**src/rtl/rst_seq_ctrl.sv**
```systemverilog
// Multi-domain reset sequencer: asserts, gates, releases in index order, then ungates per-domain resets/clocks.
// Optional clock gating phases are compiled in with the RST_SEQ_CLK_GATE_EN macro.
module rst_seq_ctrl #(
    parameter int NUM_DOM       = 4,
    parameter int ASSERT_CYCLES = 10,
    parameter int GAP_CYCLES    = 2,
    parameter int CNT_W         = 8
) (
    input  logic               clk_fr,
    input  logic               rst,
    input  logic               sw_rst_req,
    input  logic [NUM_DOM-1:0] sw_rst_mask,
    output logic [NUM_DOM-1:0] dom_rst_n,
    output logic [NUM_DOM-1:0] dom_clk_en,
    output logic               busy,
    output logic               done,
    output logic               err_ovr
);

    localparam int IDX_W = (NUM_DOM > 1) ? $clog2(NUM_DOM) : 1;
    localparam logic [CNT_W-1:0] ASSERT_LOAD = CNT_W'(ASSERT_CYCLES - 1);
    localparam logic [CNT_W-1:0] GAP_LOAD    = CNT_W'(GAP_CYCLES - 1);
    localparam logic [IDX_W-1:0] LAST_IDX    = IDX_W'(NUM_DOM - 1);

    typedef enum logic [2:0] {
        IDLE    = 3'd0,
        ASSERT  = 3'd1,
        GATE    = 3'd2,
        RELEASE = 3'd3,
        UNGATE  = 3'd4,
        DONE    = 3'd5
    } state_t;

    state_t             state_r;
    logic [NUM_DOM-1:0] mask_r;
    logic [CNT_W-1:0]   cnt_r;
    logic [IDX_W-1:0]   idx_r;

    // One-hot selector for the domain owning a release slot.
    function automatic logic [NUM_DOM-1:0] slot_bit(input logic [IDX_W-1:0] idx);
        slot_bit = {{(NUM_DOM-1){1'b0}}, 1'b1} << idx;
    endfunction

    // Sequencer FSM with all outputs registered.
    always_ff @(posedge clk_fr) begin
        if (rst) begin
            state_r    <= ASSERT;
            mask_r     <= '1;
            cnt_r      <= ASSERT_LOAD;
            idx_r      <= '0;
            dom_rst_n  <= '0;
            dom_clk_en <= '1;
            busy       <= 1'b1;
            done       <= 1'b0;
            err_ovr    <= 1'b0;
        end else begin
            done    <= 1'b0;
            err_ovr <= sw_rst_req && (state_r != IDLE);
            case (state_r)
                IDLE: begin
                    if (sw_rst_req && (sw_rst_mask != '0)) begin
                        mask_r    <= sw_rst_mask;
                        state_r   <= ASSERT;
                        cnt_r     <= ASSERT_LOAD;
                        dom_rst_n <= dom_rst_n & ~sw_rst_mask;
                        busy      <= 1'b1;
                    end else begin
                        busy <= 1'b0;
                    end
                end
                ASSERT: begin
                    dom_rst_n <= dom_rst_n & ~mask_r;
                    if (cnt_r == '0) begin
                        cnt_r <= GAP_LOAD;
`ifdef RST_SEQ_CLK_GATE_EN
                        state_r    <= GATE;
                        dom_clk_en <= dom_clk_en & ~mask_r;
`else
                        state_r   <= RELEASE;
                        idx_r     <= '0;
                        dom_rst_n <= (dom_rst_n & ~mask_r) | (mask_r & slot_bit('0));
`endif
                    end else begin
                        cnt_r <= cnt_r - 1'b1;
                    end
                end
`ifdef RST_SEQ_CLK_GATE_EN
                GATE: begin
                    if (cnt_r == '0) begin
                        state_r   <= RELEASE;
                        cnt_r     <= GAP_LOAD;
                        idx_r     <= '0;
                        dom_rst_n <= dom_rst_n | (mask_r & slot_bit('0));
                    end else begin
                        cnt_r <= cnt_r - 1'b1;
                    end
                end
`endif
                RELEASE: begin
                    if (cnt_r != '0) begin
                        cnt_r <= cnt_r - 1'b1;
                    end else if (idx_r == LAST_IDX) begin
`ifdef RST_SEQ_CLK_GATE_EN
                        state_r    <= UNGATE;
                        cnt_r      <= GAP_LOAD;
                        dom_clk_en <= dom_clk_en | mask_r;
`else
                        state_r <= DONE;
                        done    <= 1'b1;
`endif
                    end else begin
                        // Unmasked indices still burn their slot; they just release nothing.
                        idx_r     <= idx_r + 1'b1;
                        cnt_r     <= GAP_LOAD;
                        dom_rst_n <= dom_rst_n | (mask_r & slot_bit(idx_r + 1'b1));
                    end
                end
`ifdef RST_SEQ_CLK_GATE_EN
                UNGATE: begin
                    if (cnt_r == '0) begin
                        state_r <= DONE;
                        done    <= 1'b1;
                    end else begin
                        cnt_r <= cnt_r - 1'b1;
                    end
                end
`endif
                DONE: begin
                    state_r <= IDLE;
                    busy    <= 1'b0;
                end
                default: begin
                    state_r <= IDLE;
                    busy    <= 1'b0;
                end
            endcase
        end
    end

endmodule

```
**config.mk**
```make
export PLATFORM = sky130hd
export DESIGN_NAME = rst_seq_ctrl
export DESIGN_NICKNAME = d
export VERILOG_FILES = /design/src/rtl/rst_seq_ctrl.sv
export SDC_FILE = /design/constraint.sdc
export NUM_CORES = 1
export LEC_CHECK = 0
export CAP_MARGIN = 20
export CORE_UTILIZATION = 30
export CTS_BUF_LIST = sky130_fd_sc_hd__clkbuf_4 sky130_fd_sc_hd__clkbuf_8
export DETAILED_ROUTE_END_ITERATION = 8
export SLEW_MARGIN = 20
export SYNTH_ARGS = -nofsm -noshare
export SYNTH_HDL_FRONTEND = slang
export SYNTH_SLANG_ARGS = --single-unit
```
**constraint.sdc**
```tcl
create_clock -name clk_fr -period 2.1 [get_ports clk_fr]
set_clock_uncertainty 0.2 [all_clocks]
set_input_delay 0.63 -clock clk_fr [delete_from_list [all_inputs] [get_ports clk_fr]]
set_output_delay 0.63 -clock clk_fr [all_outputs]
set_load 0.02 [all_outputs]
```
==> impl_metrics.csv, run 1 <==
group,metric,value,unit
synthesis,ys_ff_latch,24,
synthesis,async_flop_share,0,%
pwr,p_comb_share,17.7,%
global_route,grt_overflow,0,
synthesis,synth_adder_area_share,6.92,%
clock_network,cts_tree,"done",
clock_network,clk_latency,0.27,ns
setup_path,slowest_delay,0.49,ns
synthesis,postSynthCellCount,145,
pwr,leakagePower,0.000759,µW
setup_path,path_cells,"dlygate4sd2_1 -> o41a_1 -> a21oi_2 -> buf_6 -> buf_4 -> o31ai_1 -> a21oi_2",
global_route,antenna_found_initial,0,
synthesis,synthXorXnorAreaFrac,0,%
detailed_routing,via_per_inst,5.17,
synthesis,ys_types,34,
synthesis,synth_top_family_by_area,"simple AND/OR/NAND/NOR gates",
timing,final.period_utilization,98.0,%
layout,drive_gt1_share,28.1,%
status,status,"completed",
layout,fin_util,44.3,%
detailed_routing,vias,1216,
timing,max_freq,486,MHz
layout,final_common_cell,"buf_4",
clock_network,clkTransAtPathRegs,0.09,ns
floorplanning,io_pins,18,
synthesis,synth-main-ff-cell,"dfxtp_1",
synthesis,muxShareOfSynthArea,6.33,%
pwr,p_int,830,µW
layout,stdcell_area,1790,µm²
setup_path,cp_slowest_cell,"o41a_1",
pwr,power_frac_seq,44.3,%
setup_path,setup.worst_path.start_class,"input port",
detailed_routing,ant_nets,0,
pwr,ir_worst_vdd,0.000353,V
setup_path,crit_fanout,7,
setup_path,timing.critical_path.mode_cell,"a21oi_2",
placed_design,io_buffers,13,
floorplanning,die_area,4480,µm²
global_route,grt_usage,15.5,%
synthesis,syn_area,1260,µm²
pwr,p_clk_share,37.9,%
timing,hold_viol,0,
floorplanning,die_w,66.9,µm
placed_design,routabilityCongestion,0.748,
layout,nets,200,
detailed_routing,route.detailed.drc,0,
clock_network,ctsRootBufferMaster,"clkbuf_8",
detailed_routing,avgRoutedWirePerCell,14.0,µm
pwr,cellPowerDensity,618,nW/µm²
setup_path,required,2.11,ns
setup_path,worst-path-buf-inv,3,
synthesis,ys_seq_area_share,38.0,%
placed_design,hpwlAfterDp,2350,µm
layout,seq_area,482,µm²
pwr,switchingPower,274,µW
setup_path,crit_type,"input port to register",
layout,synthToLayoutAreaGrowth,41.1,%
layout,diodes,0,
hold_path,hold_class,"register to register",
synthesis,synth_compound_area_share,14.9,%
setup_path,path_delay_family,"compound AO/OA/AOI/OAI gates",
detailed_routing,routed_wl,3280,µm
global_route,grt_pass1_wl,5200,µm
layout,nFillCells,396,
setup_path,crit_arrival,2.07,ns
placed_design,dpl-instance-area,1620,µm²
floorplanning,initial_core_util,31.4,%
detailed_routing,drt-initial-drc-count,50,
synthesis,synthSimpleGateAreaFrac,27.5,%
clock_network,cts_buffers,3,
synthesis,syn_area_per_cell,8.72,µm²
clock_network,cts_buffer_depth,2,
clock_network,ctsHtreeMaxLevel,1,
timing,hold-worst-slack,0.246,ns
synthesis,ys_warn_count,0,
pwr,switching_share,24.8,%
timing,drv_slew,0,
timing,post-route-min-period,2.06,ns
detailed_routing,drt-pass1-iter-count,4,
floorplanning,die_h,66.9,µm
clock_network,clock-sinks,24,
floorplanning,row_count,23,
clock_network,cts_hold_buf,0,
run,cap_violations,0,
setup_path,end_kind,"register",
timing,setup_tns,0,ns
global_route,grt_max_degree,16,
layout,final_cell_mix,"buf_4, dfxtp_1, nand2_1",
global_route,grt_pass1_vias,1163,
layout,multiInputGateArea,790,µm²
floorplanning,core_area,4030,µm²
timing,setup_viol,0,
synthesis,synth-edff-count,0,
per-stage QoR:
stage / total power [µW] / instances / setup slack, ns
6_report: 1100 / 235 / 0.0427
5_1_grt: 1150 / 235 / -0.0188
4_1_cts: 1100 / 235 / 0.0164
3_5_place_dp: 679 / 227 / -0.436
3_3_place_gp: 672 / 227 / -0.399
2_1_floorplan: 594 / 148 / 0.0237
sequential cells by signal (all words and copies together) (netlist names):
| name | cells |
|---|---|
| idx_r | 2 |
| busy | 1 |
| done | 1 |
| state_r | 3 |
| err_ovr | 1 |
| mask_r | 4 |
| cnt_r | 8 |
| dom_rst_n | 4 |
what timing repair did:
item / 4_1_cts / 5_1_grt
gates resized for setup: 14 / 14
setup buffers: 3 / 0
cloned: 1 / 0
setup endpoints to repair: 13 / 14
pin swaps: 4 / 3
final cells by class:
| class | instances | area share (%) |
|---|---|---|
| Multi-Input combinational cell | 108 | 44.2 |
| Sequential cell | 24 | 27.0 |
| Timing Repair Buffer | 42 | 19.8 |
| Tap cell | 50 | 3.50 |
| Clock buffer | 3 | 2.31 |
| Clock inverter | 1 | 1.68 |
| Inverter | 7 | 1.47 |
layer usage:
| layer | wire length, µm | up-vias | track usage, % |
|---|---|---|---|
| li1 | - | 605 | - |
| met1 | 1430 | 588 | 16.5 |
| met2 | 1740 | 18 | 29.8 |
| met3 | 101 | 5 | 4.11 |
| met4 | 18 | 0 | 3.19 |
| met5 | 0 | - | 0 |
cell usage after synthesis, types with 2 or more instances:
cell | n | area [µm²]
nor2b_1 | 2 | 12.5
nand2_1 | 14 | 52.6
nand3b_1 | 2 | 15.0
or2_2 | 2 | 12.5
nor3_1 | 2 | 10.0
mux2i_1 | 8 | 80.1
o311ai_0 | 2 | 17.5
a21oi_1 | 15 | 75.1
or4_1 | 5 | 37.5
or3_1 | 6 | 37.5
inv_1 | 7 | 26.3
nor4_1 | 5 | 31.3
buf_4 | 4 | 30.0
nor2_1 | 2 | 7.51
ha_1 | 7 | 87.6
clkbuf_1 | 4 | 15.0
and3b_1 | 3 | 26.3
nand4_1 | 3 | 18.8
and2_1 | 2 | 12.5
dfxtp_1 | 24 | 480
o31ai_1 | 5 | 37.5
nand3_1 | 4 | 20.0
nor3b_1 | 2 | 15.0
o21ai_0 | 5 | 25.0
path summary, 6_finish.rpt:
check	start	to	slack [ns]	depth (start not counted)
worst max-delay path	sw_rst_mask[2]	cnt_r[4]$_SDFFE_PP0P_	0.04	7
worst max register to register	cnt_r[2]$_SDFFE_PP0P_	cnt_r[7]$_SDFFE_PP0P_	0.05	4
worst min-delay path	busy$_SDFFE_PP1N_	busy$_SDFFE_PP1N_	0.25	2
worst min register to register	busy$_SDFFE_PP1N_	busy$_SDFFE_PP1N_	0.25	2
cells by family (layout without fill, tap and decap cells):
kind of cell	after synthesis	in the layout
AO/OA/AOI/OAI	31	31
adder cells (fa/ha/maj)	7	7
buffers and inverters	16	53
flip-flops	24	24
multiplexers	8	8
other	1	4
AND/OR/NAND/NOR	58	58
tightest hold or removal path, cell delays in order (launching register included):
cell and delay, ns:
dfxtp_1 0.32, nand2_1 0.05, nand2_1 0.04
power groups by stage:
stage / clock, µW / combinational [µW] / sequential (µW)
after floorplan: 0 / 94.5 / 499
after global placement: 0 / 176 / 496
after detailed placement: 0 / 181 / 497
after CTS: 426 / 186 / 488
after global routing: 447 / 214 / 491
final: 419 / 196 / 489
Power figures use the tool's default switching activity.
==> inputs of run 2 (changes only) <==
--- a/config.mk
+++ b/config.mk
@@ -5,10 +5,11 @@
 export SDC_FILE = /design/constraint.sdc
 export NUM_CORES = 1
 export LEC_CHECK = 0
-export CAP_MARGIN = 20
+export CAP_MARGIN = 30
 export CORE_UTILIZATION = 30
 export CTS_BUF_LIST = sky130_fd_sc_hd__clkbuf_4 sky130_fd_sc_hd__clkbuf_8
 export DETAILED_ROUTE_END_ITERATION = 8
+export GPL_TIMING_DRIVEN = 0
 export SLEW_MARGIN = 20
 export SYNTH_ARGS = -nofsm -noshare
 export SYNTH_HDL_FRONTEND = slang
==> run 2 against run 1 <==
  * Sequential share of layout area rose by 1.2 points
  * Combinational power fell by 11%
  * First-iteration DRC count grew 80%
  * Core utilization decreased by 1.1 points
  * Flip-flop and latch count unchanged
  * Critical endpoint is now cnt_r[7]$_SDFFE_PP0P_
  * Highest routed layer unchanged
==> impl_metrics.csv, run 2 (synthesis results as in run 1) <==
group,metric,value,unit
clock_network,ctsRootBufferMaster,"clkbuf_8",
detailed_routing,avgRoutedWirePerCell,14.8,µm
floorplanning,core_area,4030,µm²
layout,synthToLayoutAreaGrowth,37.6,%
setup_path,end_kind,"register",
floorplanning,initial_core_util,31.4,%
pwr,p_int,728,µW
global_route,grt_overflow,0,
layout,largest_register,"cnt_r",
setup_path,crit_type,"register to register",
setup_path,worstSetupStartpoint,"cnt_r[3]$_SDFFE_PP1P_",
layout,diodes,0,
layout,largest_reg_flops,8,
layout,seq_area,490,µm²
placed_design,routabilityCongestion,0.802,
setup_path,crit_fanout,5,
layout,fin_util,43.2,%
clock_network,clk_latency,0.27,ns
layout,final_cell_mix,"dfxtp_1, nand2_1, a21oi_1",
timing,drv_slew,0,
global_route,grt_pass1_wl,5360,µm
detailed_routing,drt-initial-drc-count,90,
timing,final.period_utilization,99.4,%
detailed_routing,via_per_inst,5.21,
setup_path,cp-endpoint,"cnt_r[7]$_SDFFE_PP0P_",
setup_path,crit_arrival,2.08,ns
global_route,grt_max_degree,14,
clock_network,cts_buffer_depth,2,
layout,final_common_cell,"dfxtp_1",
pwr,leakagePower,0.000677,µW
pwr,ir_worst_vdd,0.000307,V
pwr,switchingPower,265,µW
layout,largestRegisters,"cnt_r (8), dom_rst_n (4), mask_r (4)",
floorplanning,die_area,4480,µm²
run,cap_violations,0,
layout,nFillCells,411,
clock_network,clock-sinks,24,
pwr,p_comb_share,17.7,%
hold_path,hold_class,"register to register",
timing,hold-worst-slack,0.257,ns
clock_network,cts_tree,"done",
clock_network,cts_buffers,3,
floorplanning,row_count,23,
global_route,grt_usage,16.0,%
pwr,switching_share,26.7,%
global_route,antenna_found_initial,0,
pwr,cellPowerDensity,571,nW/µm²
detailed_routing,routed_wl,3320,µm
floorplanning,io_pins,18,
pwr,power_frac_seq,50.4,%
timing,max_freq,479,MHz
setup_path,worstReg2RegEnd,"cnt_r[7]$_SDFFE_PP0P_",
timing,post-route-min-period,2.09,ns
pwr,power,993,µW
placed_design,hpwlAfterDp,2220,µm
clock_network,cts_hold_buf,0,
detailed_routing,drt-pass1-iter-count,4,
detailed_routing,ant_nets,0,
setup_path,setup.worst_path.start_class,"register",
timing,grt_setup_unrepaired,"true",
clock_network,ctsHtreeMaxLevel,1,
floorplanning,die_h,66.9,µm
timing,setup_tns,0,ns
global_route,grt_pass1_vias,1185,
pwr,p_clk_share,32.0,%
layout,multiInputGateArea,853,µm²
setup_path,path_cells,"or4_4 -> or3_4 -> or3_4 -> o31ai_2",
floorplanning,die_w,66.9,µm
setup_path,slowest_delay,0.59,ns
timing,setup_viol,0,
setup_path,required,2.09,ns
setup_path,cp_slowest_cell,"or4_4",
detailed_routing,route.detailed.drc,0,
status,status,"completed",
setup_path,r2r-start,"cnt_r[3]$_SDFFE_PP1P_",
layout,nets,189,
placed_design,io_buffers,13,
detailed_routing,vias,1168,
layout,drive_gt1_share,31.0,%
setup_path,r2r_slack,0.01,ns
setup_path,r2r_cells,4,
timing,hold_viol,0,
setup_path,timing.critical_path.mode_cell,"or3_4",
clock_network,clkTransAtPathRegs,0.08,ns
run 2: worst max-delay path, delay by kind of cell (launching register included):
kind / cells / cell delay, ns
simple gates: 3 / 1.27
flops: 1 / 0.37
compound gates: 1 / 0.17
run 2: worst min path at each step:
stage,startpoint,end,cells past startpoint
2_1_floorplan,cnt_r[7]$_SDFFE_PP0P_,cnt_r[7]$_SDFFE_PP0P_,1
3_3_place_gp,busy$_SDFFE_PP1N_,busy$_SDFFE_PP1N_,2
3_5_place_dp,busy$_SDFFE_PP1N_,busy$_SDFFE_PP1N_,2
4_1_cts,busy$_SDFFE_PP1N_,busy$_SDFFE_PP1N_,2
5_1_grt,busy$_SDFFE_PP1N_,busy$_SDFFE_PP1N_,2
6_report,busy$_SDFFE_PP1N_,busy$_SDFFE_PP1N_,2
run 2: per-layer routing:
layer,vias up,routed length (µm),track usage [%]
li1,580,-,-
met1,565,1380,17.0
met2,21,1810,31.2
met3,2,122,4.11
met4,0,8,2.93
met5,-,0,0
run 2: final cells by class:
type | instances | area share, %
Tap cell | 50 | 3.59
Multi-Input combinational cell | 108 | 49.0
Buffer | 9 | 3.95
Clock buffer | 4 | 3.16
Sequential cell | 24 | 28.2
Inverter | 7 | 1.65
Timing Repair Buffer | 22 | 10.4
run 2: power by group through the flow:
stage                     Clock (µW)  Sequential [µW]  Combinational, µW
after global placement             0              502                129
after CTS                        325              496                151
final                            318              500                175
after detailed placement           0              503                135
after floorplan                    0              499               94.5
after global routing             347              503                191
run 2: repair_timing:
item,CTS,global route
gates resized for setup,29,30
pin swaps,6,9
gates cloned,1,1
buffers inserted,5,2
setup endpoints to repair,20,14
run 2: through the flow:
stage	instance area, µm²	worst slack [ns]	instances
after floorplan	1290	0.0237	148
after global placement	1480	-0.725	211
after detailed placement	1480	-0.765	211
after CTS	1660	0.00619	221
after global routing	1740	-0.0400	224
final	1740	0.0130	224
==> inputs of run 3 (changes only) <==
--- a/config.mk
+++ b/config.mk
@@ -6,10 +6,12 @@
 export NUM_CORES = 1
 export LEC_CHECK = 0
 export CAP_MARGIN = 30
-export CORE_UTILIZATION = 30
+export CORE_UTILIZATION = 50
 export CTS_BUF_LIST = sky130_fd_sc_hd__clkbuf_4 sky130_fd_sc_hd__clkbuf_8
 export DETAILED_ROUTE_END_ITERATION = 8
 export GPL_TIMING_DRIVEN = 0
+export MAX_ROUTING_LAYER = met4
+export PLACE_DENSITY = 0.77
 export SLEW_MARGIN = 20
 export SYNTH_ARGS = -nofsm -noshare
 export SYNTH_HDL_FRONTEND = slang
==> run 3 against run 2 <==
  * The run now ends with negative setup slack left
  * Sequential power is essentially flat
  * Core utilization up 33 points
  * Non-clock buffer count is 5 higher
  * Cell count decreased by 7.6%
  * Via count rose by 8.4%
  * Clock power up 8.2%
  * Worst hold slack gained 0.0041 ns
  * Die area fell by 39%
  * Critical path depth did not move
  * Sequential share of layout area shrank 0.34 points
  * Register-to-register slack worse by 0.02 ns
  * Design area is 0.72% higher
  * Critical path type unchanged
==> impl_metrics.csv, run 3 (synthesis results as in run 1) <==
group,metric,value,unit
setup_path,setup.worst_path.start_class,"register",
hold_path,min_path_cells,2,
setup_path,crit_type,"register to register",
clock_network,cts_buffers,3,
layout,largest_register,"cnt_r",
layout,synthToLayoutAreaGrowth,38.6,%
detailed_routing,route.detailed.drc,0,
layout,stdcell_area,1750,µm²
floorplanning,io_pins,18,
timing,drv_slew,0,
timing,final.period_utilization,100,%
clock_network,clock-sinks,24,
layout,final_cell_mix,"dfxtp_1, buf_4, nand2_1",
setup_path,end_kind,"register",
pwr,power,1040,µW
timing,grt_setup_unrepaired,"true",
setup_path,required,2.17,ns
status,violations,"negative setup slack",
status,status,"finished, violations left",
global_route,grt_usage,25.9,%
clock_network,cts_buffer_depth,2,
pwr,switchingPower,271,µW
layout,drive_gt1_share,30.2,%
placed_design,io_buffers,13,
timing,max_slew_margin,66.6,%
detailed_routing,vias,1266,
detailed_routing,drt-pass1-iter-count,4,
global_route,grt_overflow,0,
layout,diodes,0,
clock_network,ctsRootBufferMaster,"clkbuf_4",
floorplanning,row_count,17,
detailed_routing,drt-initial-drc-count,30,
placed_design,routabilityCongestion,0.804,
detailed_routing,ant_nets,0,
pwr,p_clk_share,33.2,%
layout,largestRegisters,"cnt_r (8), dom_rst_n (4), mask_r (4)",
detailed_routing,via_per_inst,6.12,
global_route,grt_pass1_vias,1134,
layout,nFillCells,153,
floorplanning,die_h,52.3,µm
global_route,antenna_found_initial,0,
pwr,cellPowerDensity,592,nW/µm²
detailed_routing,routed_wl,3500,µm
floorplanning,core_area,2300,µm²
pwr,p_int,766,µW
floorplanning,die_area,2740,µm²
layout,seq_area,488,µm²
setup_path,crit_fanout,7,
clock_network,clk_latency,0.34,ns
timing,fin_ws,-0.00515,ns
global_route,grt_pass1_wl,5130,µm
timing,max_freq,475,MHz
setup_path,crit_arrival,2.17,ns
run,cap_violations,0,
clock_network,cts_tree,"done",
layout,final_common_cell,"dfxtp_1",
floorplanning,die_w,52.3,µm
pwr,switching_share,26.2,%
clock_network,cts_hold_buf,0,
clock_network,ctsHtreeMaxLevel,1,
timing,setup_viol,2,
layout,multiInputGateArea,837,µm²
setup_path,r2r_cells,4,
timing,worst_pin_slew,0.497,ns
timing,post-route-min-period,2.11,ns
pwr,leakagePower,0.000792,µW
timing,hold_viol,0,
detailed_routing,avgRoutedWirePerCell,16.9,µm
floorplanning,initial_core_util,55.1,%
pwr,p_comb_share,18.4,%
placed_design,dpl-instance-area,1450,µm²
pwr,ir_worst_vdd,0.000469,V
timing,setup_tns,-0.00937,ns
placed_design,hpwlAfterDp,1980,µm
pwr,power_frac_seq,48.4,%
hold_path,hold_class,"register to register",
global_route,grt_max_degree,15,
clock_network,clkTransAtPathRegs,0.15,ns
layout,largest_reg_flops,8,
layout,nets,194,
==> run 3: cell types whose count changed in the layout (fill, tap and decap cells not counted), moves of 3 or more <==
cell	previous run	this run
clkbuf_8	5	1
clkdlybuf4s50_1	8	1
dlymetal6s2s_1	0	5
clkbuf_4	1	4
buf_4	11	15
dlygate4sd2_1	0	7
clkbuf_2	6	0
==> run 3: per-layer routing <==
| metal | wire [µm] | part of all wire, % | global-route usage (%) | vias up |
|---|---|---|---|---|
| met5 | 0 | 0 | - | - |
| met4 | 59 | 1.7 | 11.8 | 0 |
| met3 | 190 | 5.4 | 5.51 | 7 |
| met2 | 1650 | 47 | 38.6 | 45 |
| met1 | 1600 | 46 | 33.5 | 615 |
| li1 | - | - | - | 599 |
==> run 3: final cells by class <==
class	instances	share of cell area, %
clock inverter	1	1.71
clock buffer	3	1.28
multi-input combinational	108	47.8
tap	28	2.00
timing repair buffer	27	14.1
inverter	7	1.50
sequential	24	27.8
buffer	9	3.85
==> run 3: final timing paths <==
path / slack, ns / startpoint / to
worst min register to register: 0.26 / busy$_SDFFE_PP1N_ / busy$_SDFFE_PP1N_
worst max register to register: -0.005 / cnt_r[2]$_SDFFE_PP0P_ / cnt_r[7]$_SDFFE_PP0P_
worst max-delay path: -0.005 / cnt_r[2]$_SDFFE_PP0P_ / cnt_r[7]$_SDFFE_PP0P_
worst min-delay path: 0.26 / busy$_SDFFE_PP1N_ / busy$_SDFFE_PP1N_
==> run 3: worst max-delay path, cell delays in order (launching register included) <==
cell     delay, ns
dfxtp_2       0.39
or4_4         0.55
or3_4         0.39
or3_4         0.34
o31ai_2       0.17
==> run 3: through the flow <==
| stage | instances | worst slack (ns) | hold slack (ns) | utilization [%] |
|---|---|---|---|---|
| finish | 207 | -0.00515 | 0.261 | 76.3 |
| CTS | 199 | -0.0583 | 0.257 | 70.5 |
| global placement | 189 | -0.686 | 0.233 | 63.2 |
| detailed placement | 189 | -0.705 | 0.241 | 63.2 |
| floorplan | 148 | 0.0237 | 0.253 | - |
| global route | 207 | -0.0532 | 0.296 | 76.3 |
==> run 3: power by group through the flow <==
stage               logic, µW  registers, µW  clock network, µW
global route              206            504                366
finish                    191            502                344
detailed placement        131            503                  0
global placement          127            502                  0
CTS                       145            497                343
floorplan                94.5            499                  0
==> run 3: repair_timing <==
action	CTS	global route
setup buffers	5	7
gates resized for setup	26	28
pin swaps	6	9
setup endpoints to repair	19	18
cloned	1	1
